$ cat src/rtl/pi_result_tx.sv
// Sends a classifier result frame to the Pi over the GPIO byte bus, using a 4-phase strobe/ack handshake.
// The trailing checksum byte is sent only when PI_RESULT_TX_CHECKSUM_EN is defined; the frame holds off until the Pi acks each byte.
module pi_result_tx #(
  parameter int unsigned SETUP_CYCLES   = 16,
  parameter int unsigned TIMEOUT_CYCLES = 500000,
  parameter int unsigned SYNC_STAGES    = 2,
  parameter logic [7:0]  SYNC_BYTE      = 8'hA5
) (
  input  logic        fpga_clk,
  input  logic        rst_n,
  input  logic        start,
  input  logic [1:0]  result,
  input  logic [4:0]  num_transitions,
  input  logic [31:0] sum_left,
  input  logic        pi_ack,
  output logic [7:0]  byte_output,
  output logic        tx_strobe,
  output logic        busy,
  output logic        done,
  output logic        timeout_err
);

`ifdef PI_RESULT_TX_CHECKSUM_EN
  localparam int unsigned N_BYTES = 8;
`else
  localparam int unsigned N_BYTES = 7;
`endif
  localparam logic [2:0]  LAST_IDX = 3'(N_BYTES - 1);
  localparam int unsigned CNT_MAX  = (SETUP_CYCLES > TIMEOUT_CYCLES) ? SETUP_CYCLES : TIMEOUT_CYCLES;
  localparam int unsigned CNT_W    = $clog2(CNT_MAX + 1);

  typedef enum logic [2:0] {IDLE, LOAD, SETUP, WAIT_HI, WAIT_LO, DONE, ABORT} state_t;

  state_t                 state;
  logic [SYNC_STAGES-1:0] ack_sync;
  logic                   ack_s;
  logic [CNT_W-1:0]       cnt;
  logic [2:0]             idx;
  logic [1:0]             res_q;
  logic [4:0]             nt_q;
  logic [31:0]            sum_q;
  logic [7:0]             frame_byte;

  assign ack_s = ack_sync[SYNC_STAGES-1];

`ifdef PI_RESULT_TX_CHECKSUM_EN
  logic [7:0] csum;
  assign csum = SYNC_BYTE + {6'b0, res_q} + {3'b0, nt_q}
              + sum_q[31:24] + sum_q[23:16] + sum_q[15:8] + sum_q[7:0];
`endif

  // Frame bytes come from the captured payload, never the live classifier outputs.
  always_comb begin
    frame_byte = 8'h00;
    case (idx)
      3'd0: frame_byte = SYNC_BYTE;
      3'd1: frame_byte = {6'b0, res_q};
      3'd2: frame_byte = {3'b0, nt_q};
      3'd3: frame_byte = sum_q[31:24];
      3'd4: frame_byte = sum_q[23:16];
      3'd5: frame_byte = sum_q[15:8];
      3'd6: frame_byte = sum_q[7:0];
`ifdef PI_RESULT_TX_CHECKSUM_EN
      3'd7: frame_byte = csum;
`endif
      default: frame_byte = 8'h00;
    endcase
  end

  always_ff @(posedge fpga_clk) begin
    if (!rst_n) begin
      state       <= IDLE;
      ack_sync    <= '0;
      cnt         <= '0;
      idx         <= 3'd0;
      res_q       <= 2'b0;
      nt_q        <= 5'b0;
      sum_q       <= 32'b0;
      byte_output <= 8'h00;
      tx_strobe   <= 1'b0;
      busy        <= 1'b0;
      done        <= 1'b0;
      timeout_err <= 1'b0;
    end else begin
      ack_sync <= {ack_sync[SYNC_STAGES-2:0], pi_ack};
      done     <= 1'b0;
      case (state)
        IDLE: begin
          if (start) begin
            res_q       <= result;
            nt_q        <= num_transitions;
            sum_q       <= sum_left;
            timeout_err <= 1'b0;
            idx         <= 3'd0;
            busy        <= 1'b1;
            state       <= LOAD;
          end
        end
        LOAD: begin
          byte_output <= frame_byte;
          cnt         <= '0;
          state       <= SETUP;
        end
        SETUP: begin
          if (cnt == CNT_W'(SETUP_CYCLES - 1)) begin
            tx_strobe <= 1'b1;
            cnt       <= '0;
            state     <= WAIT_HI;
          end else begin
            cnt <= cnt + CNT_W'(1);
          end
        end
        WAIT_HI: begin
          if (ack_s) begin
            tx_strobe <= 1'b0;
            cnt       <= '0;
            state     <= WAIT_LO;
          end else if (cnt == CNT_W'(TIMEOUT_CYCLES - 1)) begin
            state <= ABORT;
          end else begin
            cnt <= cnt + CNT_W'(1);
          end
        end
        WAIT_LO: begin
          if (!ack_s) begin
            if (idx == LAST_IDX) begin
              state <= DONE;
            end else begin
              idx   <= idx + 3'd1;
              state <= LOAD;
            end
          end else if (cnt == CNT_W'(TIMEOUT_CYCLES - 1)) begin
            state <= ABORT;
          end else begin
            cnt <= cnt + CNT_W'(1);
          end
        end
        DONE: begin
          done        <= 1'b1;
          busy        <= 1'b0;
          byte_output <= 8'h00;
          state       <= IDLE;
        end
        ABORT: begin
          tx_strobe   <= 1'b0;
          byte_output <= 8'h00;
          timeout_err <= 1'b1;
          busy        <= 1'b0;
          state       <= IDLE;
        end
        default: state <= IDLE;
      endcase
    end
  end

endmodule

$ cat config.mk
export PLATFORM = sky130hd
export DESIGN_NAME = pi_result_tx
export DESIGN_NICKNAME = d
export VERILOG_FILES = /design/src/rtl/pi_result_tx.sv
export SDC_FILE = /design/constraint.sdc
export NUM_CORES = 1
export LEC_CHECK = 0
export BUFFER_PORTS_ARGS = -buffer_cell sky130_fd_sc_hd__clkbuf_2
export CAP_MARGIN = 20
export CORE_MARGIN = 1
export CORE_UTILIZATION = 56
export CTS_BUF_LIST = sky130_fd_sc_hd__clkbuf_16
export DETAILED_ROUTE_END_ITERATION = 12
export GPL_ROUTABILITY_DRIVEN = 0
export GPL_TIMING_DRIVEN = 0
export PLACE_DENSITY = 0.79
export SETUP_SLACK_MARGIN = 0.5
export SYNTH_ARGS = -nofsm -noshare
export SYNTH_HDL_FRONTEND = slang
export SYNTH_SLANG_ARGS = --single-unit
$ cat constraint.sdc
create_clock -name fpga_clk -period 2.2 [get_ports fpga_clk]
set_input_delay 0.33 -clock fpga_clk [delete_from_list [all_inputs] [get_ports fpga_clk]]
set_output_delay 0.33 -clock fpga_clk [all_outputs]
set_load 0.1 [all_outputs]
==> results.md, run 1 <==
* Post-synth design cell area at 3610 um2
* Mean cell area of the mapped netlist at 8.05 um2
* Overall routing resource usage at 31.5%
* Worst setup SP type: flop
* Clock network fraction of total power at 39.8%
* Highest signal layer in the routed design: met4
* First drt pass iteration count at 7
* Post-placement cell area at 4010 um2
* Number of top-level pins at 55
* WL met2 at 5300 um
* Met3 wirelength from detailed routing at 914 um
* Clock transition at the registers of the reported paths at 0.06 ns
* Leakage power of the design at 0.00184 uW
* Cell chosen for the clock root: sky130_fd_sc_hd__clkbuf_16
* Routed wire length at 10900 um
* Largest net degree at the start of global routing at 13
* DIE HEIGHT at 82.3 um
* Area Growth Syn to Fin at 32.3%
* Worst path setup slack after routing at 0.204 ns
* Most common library cell in the layout ignoring fill and taps: sky130_fd_sc_hd__nand2_1
* Setup total negative slack at 0 ns
* DRC marker count from the first detailed-route iteration at 412
* Maximum level of the CTS H-tree at 3
* Worst-case headroom to the max-slew limit at 58.8%
* Total number of clock tree sinks at 78
* FP Rows at 28
* Top cells by area, synth: sky130_fd_sc_hd__dfxtp_1 43%, sky130_fd_sc_hd__nand2_1 10%, sky130_fd_sc_hd__a21oi_1 9.0%
* Antenna diode instance count at 0
* Internal portion of total power at 2550 uW
* Hold WC Path Type: input pin to flop
* Number of vias per cell at 6.28
* FF-to-FF End: byte_output[2]
* Final routed wire length divided by cell count at 17.8 um
* Worst-skew pair later-pin latency at 0.33 ns
* Critical Setup Path Class: flop to flop
* Core area at 6060 um2
* Switching power at 971 uW
* Via total after detailed routing at 3846
* Flops & latches, synth at 78
* Worst reg-to-reg setup slack at 0.20 ns
* Combinational Power Share at 16.8%
* Capture point of the worst path: byte_output[2]
* # nets final at 583
* Worst setup startpoint: idx[0]
* Worst Max-Slew Pin Slew at 0.618 ns
* Chip width at 82.3 um
* Crit path capture type: flop
* Clock buffers created by TritonCTS at 9
* Effective utilization at floorplan at 59.6%
* Highest-count cells in the layout ignoring fill and taps: 98 x sky130_fd_sc_hd__nand2_1, 70 x sky130_fd_sc_hd__dfxtp_1, 57 x sky130_fd_sc_hd__clkbuf_2
* Via count of the first global-routing pass at 3416
* PD cells at 737 nW/um2
* Post-synth top area share at 43.2%
* Final Setup Violations at 0
* TritonCTS clock tree: yes
* Crit path DAT at 2.19 ns
* Worst hold slack across all endpoints at 0.212 ns
* Final-report hold violation count at 0
* Period utilisation layout at 90.7%
* Clock period minus final worst setup slack at 2.00 ns
* Final cell count without fillers at 612
* Max-cap viol count at 0
* Number of synthesis warnings at 0
* Number of cells after detailed placement at 578
* Global-route wire length before repair at 15900 um
* Portion of the post-synthesis area used by sequential elements at 43.2%
* Hold_buf cts at 0
* Critical path required time at 2.39 ns
* Setup repair after global routing missed its margin: yes
* Seq pwr share at 43.4%
* Input/output buffers at 54
* Cells on worst reg2reg path at 8
* Post-synthesis cell type with the largest combined area: sky130_fd_sc_hd__dfxtp_1
* Remaining number of nets flagged by the antenna check after routing at 0
* Number of max-slew violations in the final report at 0
* Count of flip-flops with a built-in enable after synthesis at 0
* Die footprint at 6780 um2
* Most used flip-flop cell after synthesis: sky130_fd_sc_hd__dfxtp_1
* Launch instance of the worst register-to-register path: idx[0]
* DP HPWL at 6310 um
* Routed metal-1 wirelength at 4290 um
* Dpl ws at 0.0525 ns
* Result of the run: completed
* Maximum clock skew at final layout at 0.00587 ns
* Total grt overflow at 0
* Worst voltage drop across the vdd grid at 0.000746 V
* Synth Net Count at 498
* Synth unique cells at 59
* Upper clock frequency limit at 501 MHz
* Fraction of registers with async set or reset after synthesis at 0%
* Initial antenna violation count at 0
* Number of remaining DRC errors at 0
* Final design area excluding fillers at 4780 um2
* Layout cells sized above 1 at 31.7%
* Peak fanout along the critical path at 10
* Number of standard cells after synthesis at 449
* Maximum buffer depth of the clock tree at 2
* Switching fraction of total power at 27.6%
## synthesized netlist by cell type, types with 4 or more instances
cell / count
sky130_fd_sc_hd__nand2_1: 99
sky130_fd_sc_hd__o21ai_0: 14
sky130_fd_sc_hd__nand3_1: 8
sky130_fd_sc_hd__xnor2_1: 7
sky130_fd_sc_hd__clkbuf_1: 23
sky130_fd_sc_hd__a222oi_1: 5
sky130_fd_sc_hd__and2_1: 9
sky130_fd_sc_hd__nor3_1: 4
sky130_fd_sc_hd__inv_1: 8
sky130_fd_sc_hd__a31oi_1: 5
sky130_fd_sc_hd__nor2_1: 31
sky130_fd_sc_hd__dfxtp_1: 78
sky130_fd_sc_hd__and3_1: 9
sky130_fd_sc_hd__a21oi_1: 65
sky130_fd_sc_hd__buf_2: 5
sky130_fd_sc_hd__ha_1: 6
sky130_fd_sc_hd__nand4_1: 6
## how the worst min path moves through the flow
stage / from / endpoint / cells past startpoint
after floorplan: ack_sync[0] / ack_sync[1] / 1
after global placement: ack_sync[0] / ack_sync[1] / 1
after detailed placement: ack_sync[0] / ack_sync[1] / 1
after CTS: pi_ack / ack_sync[0] / 2
after global routing: pi_ack / ack_sync[0] / 2
final: pi_ack / ack_sync[0] / 2
## kinds of logic after synthesis
logic type,after synthesis,synth area share (%)
and+or+nand+nor,193,26.0
AOI/OAI and AO/OA,122,21.2
DFF,78,43.2
buffers and inverters,37,4.23
xor gates and xnor gates,10,2.42
adders and majority gates,6,2.08
muxes,3,0.866
## what timing repair did
item	4_1_cts	5_1_grt
buffers inserted	11	8
endpoints found under the setup margin	63	64
pin swaps	17	21
gates resized for setup	48	57
gates cloned	1	0
## cell type report
cell class	instances	area [um2]
multi-input combinational	334	2170
clock buffer	9	225
fill	418	1280
sequential	78	1580
timing repair buffer	74	439
tap	75	93.8
buffer	29	184
clock inverter	5	52.6
inverter	8	30.0
## flip-flops by register name, indices dropped and copies added (netlist names)
register and count:
nt_q 5, res_q 2, idx 3, tx_strobe 1
ack_sync 2, byte_output 8, busy 1, state 3
cnt 19, timeout_err 1, sum_q 32, done 1
## power groups by stage
stage / logic [uW] / clock network [uW] / registers (uW)
final: 593 / 1400 / 1530
after global routing: 634 / 1480 / 1530
after CTS: 518 / 1400 / 1520
after detailed placement: 473 / 0 / 1560
after global placement: 463 / 0 / 1560
after floorplan: 268 / 0 / 1630
## routing by layer
metal  track usage, %  vias up
li1                 -     1759
met1             41.0     1803
met2             50.7      235
met3             5.71       49
met4             14.0        0
met5                0        -
## worst max-delay path: stages, from the launching register on
cell,delay [ns]
sky130_fd_sc_hd__dfxtp_4,0.39
sky130_fd_sc_hd__inv_1,0.07
sky130_fd_sc_hd__ha_2,0.25
sky130_fd_sc_hd__clkbuf_4,0.23
sky130_fd_sc_hd__a22o_1,0.22
sky130_fd_sc_hd__a222oi_1,0.41
sky130_fd_sc_hd__a21oi_2,0.12
sky130_fd_sc_hd__a21oi_2,0.12
sky130_fd_sc_hd__nor2_1,0.05
## per-stage QoR
stage               power (uW)  utilization [%]
finish                    3520             78.8
global route              3640             78.8
CTS                       3440             74.8
detailed placement        2030             66.2
global placement          2020             66.2
floorplan                 1900                -
Note: power is estimated with default switching activity, not from simulation.
==> inputs of run 2 (changes only) <==
--- a/config.mk
+++ b/config.mk
@@ -14,6 +14,7 @@
 export GPL_ROUTABILITY_DRIVEN = 0
 export GPL_TIMING_DRIVEN = 0
 export PLACE_DENSITY = 0.79
+export RECOVER_POWER = 50
 export SETUP_SLACK_MARGIN = 0.5
 export SYNTH_ARGS = -nofsm -noshare
 export SYNTH_HDL_FRONTEND = slang
==> run 2 against run 1 <==
  * Sequential share of layout area grew 0.18 points
  * Wire length grew 1.2%
  * Via count grew 0.88%
  * Non-clock buffer count is the same
  * Combinational power shrank 1%
  * Count of clock-buffer cells in the layout is the same
  * Hold slack is essentially flat
  * Critical path type unchanged
==> results.md, run 2 (synthesis gave the netlist of run 1 again) <==
* Largest net degree at the start of global routing at 13
* Final-report hold violation count at 0
* Input/output buffers at 54
* Crit path capture type: flop
* Die footprint at 6780 um2
* Highest-count cells in the layout ignoring fill and taps: 98 x sky130_fd_sc_hd__nand2_1, 71 x sky130_fd_sc_hd__dfxtp_1, 56 x sky130_fd_sc_hd__a21oi_1
* Final routed wire length divided by cell count at 18.0 um
* Hold WC Path Type: input pin to flop
* Critical path required time at 2.42 ns
* Worst-skew pair later-pin latency at 0.33 ns
* Worst voltage drop across the vdd grid at 0.000749 V
* Register with the most flip-flops: sum_q
* Peak fanout along the critical path at 10
* Worst Max-Slew Pin Slew at 1.17 ns
* Final Setup Violations at 0
* Crit path DAT at 2.25 ns
* Core area at 6060 um2
* Number of cells after detailed placement at 578
* Via count of the first global-routing pass at 3416
* Clock buffers created by TritonCTS at 9
* Fillcell total at 432
* Antenna diode instance count at 0
* Maximum buffer depth of the clock tree at 2
* TritonCTS clock tree: yes
* Number of vias per cell at 6.34
* Worst hold slack across all endpoints at 0.212 ns
* Clock transition at the registers of the reported paths at 0.06 ns
* Clock period minus final worst setup slack at 2.03 ns
* First drt pass iteration count at 7
* PD cells at 742 nW/um2
* Top flop regs: sum_q x32, cnt x19, byte_output x8
* Layout cells sized above 1 at 28.3%
* Register area at 1580 um2
* Total number of clock tree sinks at 78
* Setup repair after global routing missed its margin: yes
* Chip width at 82.3 um
* Upper clock frequency limit at 493 MHz
* DIE HEIGHT at 82.3 um
* Overall routing resource usage at 31.5%
* Via total after detailed routing at 3880
* Routed metal-1 wirelength at 4490 um
* Final cell count without fillers at 612
* Initial antenna violation count at 0
* Maximum clock skew at final layout at 0.00523 ns
* Global-route wire length before repair at 15900 um
* FP Rows at 28
* Met3 wirelength from detailed routing at 931 um
* Max FFs per register at 32
* Worst-case headroom to the max-slew limit at 22.1%
* Leakage power of the design at 0.00178 uW
* DP HPWL at 6310 um
* Number of remaining DRC errors at 0
* Area of combinational cells with multiple inputs at 2160 um2
* Most common library cell in the layout ignoring fill and taps: sky130_fd_sc_hd__nand2_1
* Max-cap viol count at 0
* Critical Setup Path Class: flop to flop
* Period utilisation layout at 92.2%
* Final design area excluding fillers at 4750 um2
* Worst setup SP type: flop
* # nets final at 583
* Highest signal layer in the routed design: met4
* Maximum level of the CTS H-tree at 3
* Routed wire length at 11000 um
* Number of top-level pins at 55
* DRC marker count from the first detailed-route iteration at 406
* Remaining number of nets flagged by the antenna check after routing at 0
* Result of the run: completed
* Effective utilization at floorplan at 59.6%
* Post-placement cell area at 4010 um2
* Total grt overflow at 0
* WL met2 at 5220 um
* Setup total negative slack at 0 ns
* Area Growth Syn to Fin at 31.5%
* Number of max-slew violations in the final report at 0
* Cell chosen for the clock root: sky130_fd_sc_hd__clkbuf_16
==> run 2: per-stage QoR <==
stage	total power, uW	worst slack [ns]	utilization (%)
final	3520	0.173	78.3
after global routing	3640	0.129	78.3
after CTS	3440	0.292	74.8
after detailed placement	2030	0.0525	66.2
after global placement	2020	0.0512	66.2
after floorplan	1900	0.392	-
==> run 2: worst paths after layout <==
check,to,cells past startpoint,slack (ns),startpoint
max reg2reg,byte_output[4],7,0.17,state[1]
min,ack_sync[0],2,0.21,pi_ack
max,byte_output[4],7,0.17,state[1]
min reg2reg,ack_sync[1],1,0.43,ack_sync[0]
==> run 2: layout make-up <==
cell class | count | share of cell area (%)
Timing Repair Buffer | 74 | 8.93
Sequential cell | 78 | 33.3
Clock buffer | 9 | 4.74
Inverter | 8 | 0.632
Clock inverter | 5 | 1.11
Multi-Input combinational cell | 334 | 45.5
Buffer | 29 | 3.74
Tap cell | 75 | 1.98
==> run 2: worst max-delay path, stage by stage, from the launching register on <==
cell and delay [ns]:
sky130_fd_sc_hd__dfxtp_1 0.30, sky130_fd_sc_hd__buf_2 0.22, sky130_fd_sc_hd__clkbuf_1 0.46, sky130_fd_sc_hd__nor2b_1 0.41, sky130_fd_sc_hd__a21oi_2 0.20, sky130_fd_sc_hd__nand2_1 0.11
sky130_fd_sc_hd__o21ai_1 0.06, sky130_fd_sc_hd__and2_1 0.15
==> run 2: per-layer routing <==
metal / up-vias / GRT usage (%)
li1: 1753 / -
met1: 1822 / 41.0
met2: 255 / 50.7
met3: 50 / 5.71
met4: 0 / 14.0
met5: - / 0
==> run 2: power breakdown <==
group	total (uW)	switching [uW]	internal, uW
registers	1530	45.4	1480
logic	587	385	203
clock network	1400	546	858
==> run 2: repair_timing <==
| item | 4_1_cts | 5_1_grt |
|---|---|---|
| pin swaps | 17 | 21 |
| resized for setup | 48 | 57 |
| setup buffers | 11 | 8 |
| hold endpoints to repair | 0 | 0 |
| gates cloned | 1 | 0 |
| endpoints found under the setup margin | 63 | 64 |
| hold buffers | 0 | 0 |
==> inputs of run 3 (changes only) <==
--- a/config.mk
+++ b/config.mk
@@ -8,12 +8,11 @@
 export BUFFER_PORTS_ARGS = -buffer_cell sky130_fd_sc_hd__clkbuf_2
 export CAP_MARGIN = 20
 export CORE_MARGIN = 1
-export CORE_UTILIZATION = 56
+export CORE_UTILIZATION = 30
 export CTS_BUF_LIST = sky130_fd_sc_hd__clkbuf_16
 export DETAILED_ROUTE_END_ITERATION = 12
 export GPL_ROUTABILITY_DRIVEN = 0
 export GPL_TIMING_DRIVEN = 0
-export PLACE_DENSITY = 0.79
 export RECOVER_POWER = 50
 export SETUP_SLACK_MARGIN = 0.5
 export SYNTH_ARGS = -nofsm -noshare
==> run 3 against run 2 <==
  * The run now ends with DRC left
  * Cell count rose by 11%
  * Combinational power decreased by 2%
  * Worst setup slack better by 0.068 ns
  * Sequential share of layout area shrank 0.70 points
  * Utilization shrank 36 points
  * Non-clock buffer count is 1 lower
  * Critical path depth shrank 6
  * Via count down 8.7%
  * Die area grew 84%
  * Clock power increased by 6%
  * Global-route usage shrank 14 points
  * Design area grew 2.0%
  * Largest cell class unchanged
  * Largest power group unchanged
  * Highest routed layer unchanged
==> results.md, run 3 (synthesis gave the netlist of run 1 again) <==
* Crit path DAT at 1.63 ns
* Switching power at 1020 uW
* PD cells at 739 nW/um2
* DIE HEIGHT at 112 um
* Clock transition at the registers of the reported paths at 0.06 ns
* Number of vias per cell at 5.20
* Leakage power of the design at 0.00179 uW
* Number of max-slew violations in the final report at 0
* Die footprint at 12500 um2
* Worst hold slack across all endpoints at 0.205 ns
* Effective utilization at floorplan at 31.2%
* Chip width at 112 um
* Fillcell total at 1170
* Worst-skew pair later-pin latency at 0.34 ns
* Launch instance of the worst register-to-register path: idx[0]
* Routed wire length at 10400 um
* Number of top-level pins at 55
* Setup repair after global routing missed its margin: yes
* Maximum buffer depth of the clock tree at 2
* Register with the most flip-flops: sum_q
* Cell chosen for the clock root: sky130_fd_sc_hd__clkbuf_16
* Crit-path max cell delay at 0.89 ns
* Worst voltage drop across the vdd grid at 0.000360 V
* Period utilisation layout at 89.0%
* Upper clock frequency limit at 510 MHz
* Max-cap viol count at 0
* Total number of clock tree sinks at 78
* Critical Setup Path Class: flop to output pin
* DRC marker count from the first detailed-route iteration at 231
* Via count of the first global-routing pass at 3504
* Chain of cells forming the critical path: clkbuf_1
* Final-report hold violation count at 0
* Highest-count cells in the layout ignoring fill and taps: 98 x sky130_fd_sc_hd__nand2_1, 71 x sky130_fd_sc_hd__dfxtp_1, 57 x sky130_fd_sc_hd__a21oi_1
* Input/output buffers at 54
* Worst-case headroom to the max-slew limit at 22.2%
* Total grt overflow at 0
* Clock buffers created by TritonCTS at 9
* Number of remaining DRC errors at 4
* Maximum level of the CTS H-tree at 3
* Violated checks: DRC
* Initial antenna violation count at 0
* Worst setup SP type: flop
* Max FFs per register at 32
* Switching fraction of total power at 28.4%
* Clock period minus final worst setup slack at 1.96 ns
* Utilization of the core after routing at 41.9%
* Hold WC Path Type: input pin to flop
* Area Growth Syn to Fin at 34.0%
* Most common library cell in the layout ignoring fill and taps: sky130_fd_sc_hd__nand2_1
* TritonCTS clock tree: yes
* Peak fanout along the critical path at 2
* Clock network fraction of total power at 41.3%
* Global-route wire length before repair at 17000 um
* Seq pwr share at 42.7%
* Worst setup startpoint: tx_strobe
* DP HPWL at 7150 um
* Remaining number of nets flagged by the antenna check after routing at 0
* Result of the run: finished with violations
* # nets final at 582
* Combinational Power Share at 16.1%
* Cell with the biggest individual delay on the critical path: sky130_fd_sc_hd__clkbuf_1
* Cell type group with the largest total delay on the critical path: buffers and inverters
* Worst Max-Slew Pin Slew at 1.17 ns
* Overall routing resource usage at 17.2%
* Layout cells sized above 1 at 29.2%
* Top flop regs: sum_q x32, cnt x19, byte_output x8
* Critical path required time at 1.87 ns
* Via total after detailed routing at 3543
* Largest net degree at the start of global routing at 14
* Crit path buf inv count at 1
* Antenna diode instance count at 0
* FP Rows at 39
* Internal portion of total power at 2560 uW
* Maximum clock skew at final layout at 0.00719 ns
* Core area at 11600 um2
* Launch instance of the worst min-delay path: pi_ack
* Final routed wire length divided by cell count at 15.3 um
* Final Setup Violations at 0
* First drt pass iteration count at 9
* Crit path capture type: output pin
==> run 3: metrics by stage <==
stage               cell area (um2)   TNS, ns  setup WS, ns  total power [uW]  cells
finish                         4840         0         0.241              3580    681
global route                   4840         0         0.222              3720    681
CTS                            4680         0         0.291              3550    677
detailed placement             4100         0       0.00712              2040    646
global placement               4100  -0.00480      -0.00328              2030    646
floorplan                      3650         0         0.392              1900    449
==> run 3: layout make-up <==
type                       count  area, um2  area share, %
timing repair buffer          73        423           8.73
tap                          143        179           3.70
multi-input combinational    334       2160           44.6
buffer                        29        180           3.72
sequential                    78       1580           32.6
clock inverter                 7       65.1           1.34
clock buffer                   9        225           4.65
inverter                       8       30.0          0.620
==> run 3: final timing paths <==
kind,cells past startpoint,slack (ns),endpoint
hold / removal,2,0.21,ack_sync[0]
hold reg to reg,1,0.44,ack_sync[1]
setup / recovery,1,0.24,tx_strobe
setup reg to reg,9,0.29,byte_output[7]
==> run 3: what timing repair did <==
item	CTS	global route
gates resized for setup	55	50
setup buffers	14	4
cloned	1	0
endpoints found under the setup margin	61	63
hold endpoints to repair	0	0
pin swaps	23	14
hold buffers	0	0
==> run 3: per-layer routing <==
layer	GRT usage [%]	vias up	wire length, um
met5	0	-	0
met4	7.21	0	208
met3	2.99	13	500
met2	27.0	92	4890
met1	23.2	1685	4820
li1	-	1753	-
==> run 3: power groups by stage <==
stage | clock network [uW] | logic, uW | registers (uW)
floorplan | 0 | 268 | 1630
global placement | 0 | 472 | 1560
detailed placement | 0 | 480 | 1560
CTS | 1490 | 529 | 1530
global route | 1560 | 630 | 1530
finish | 1480 | 576 | 1530
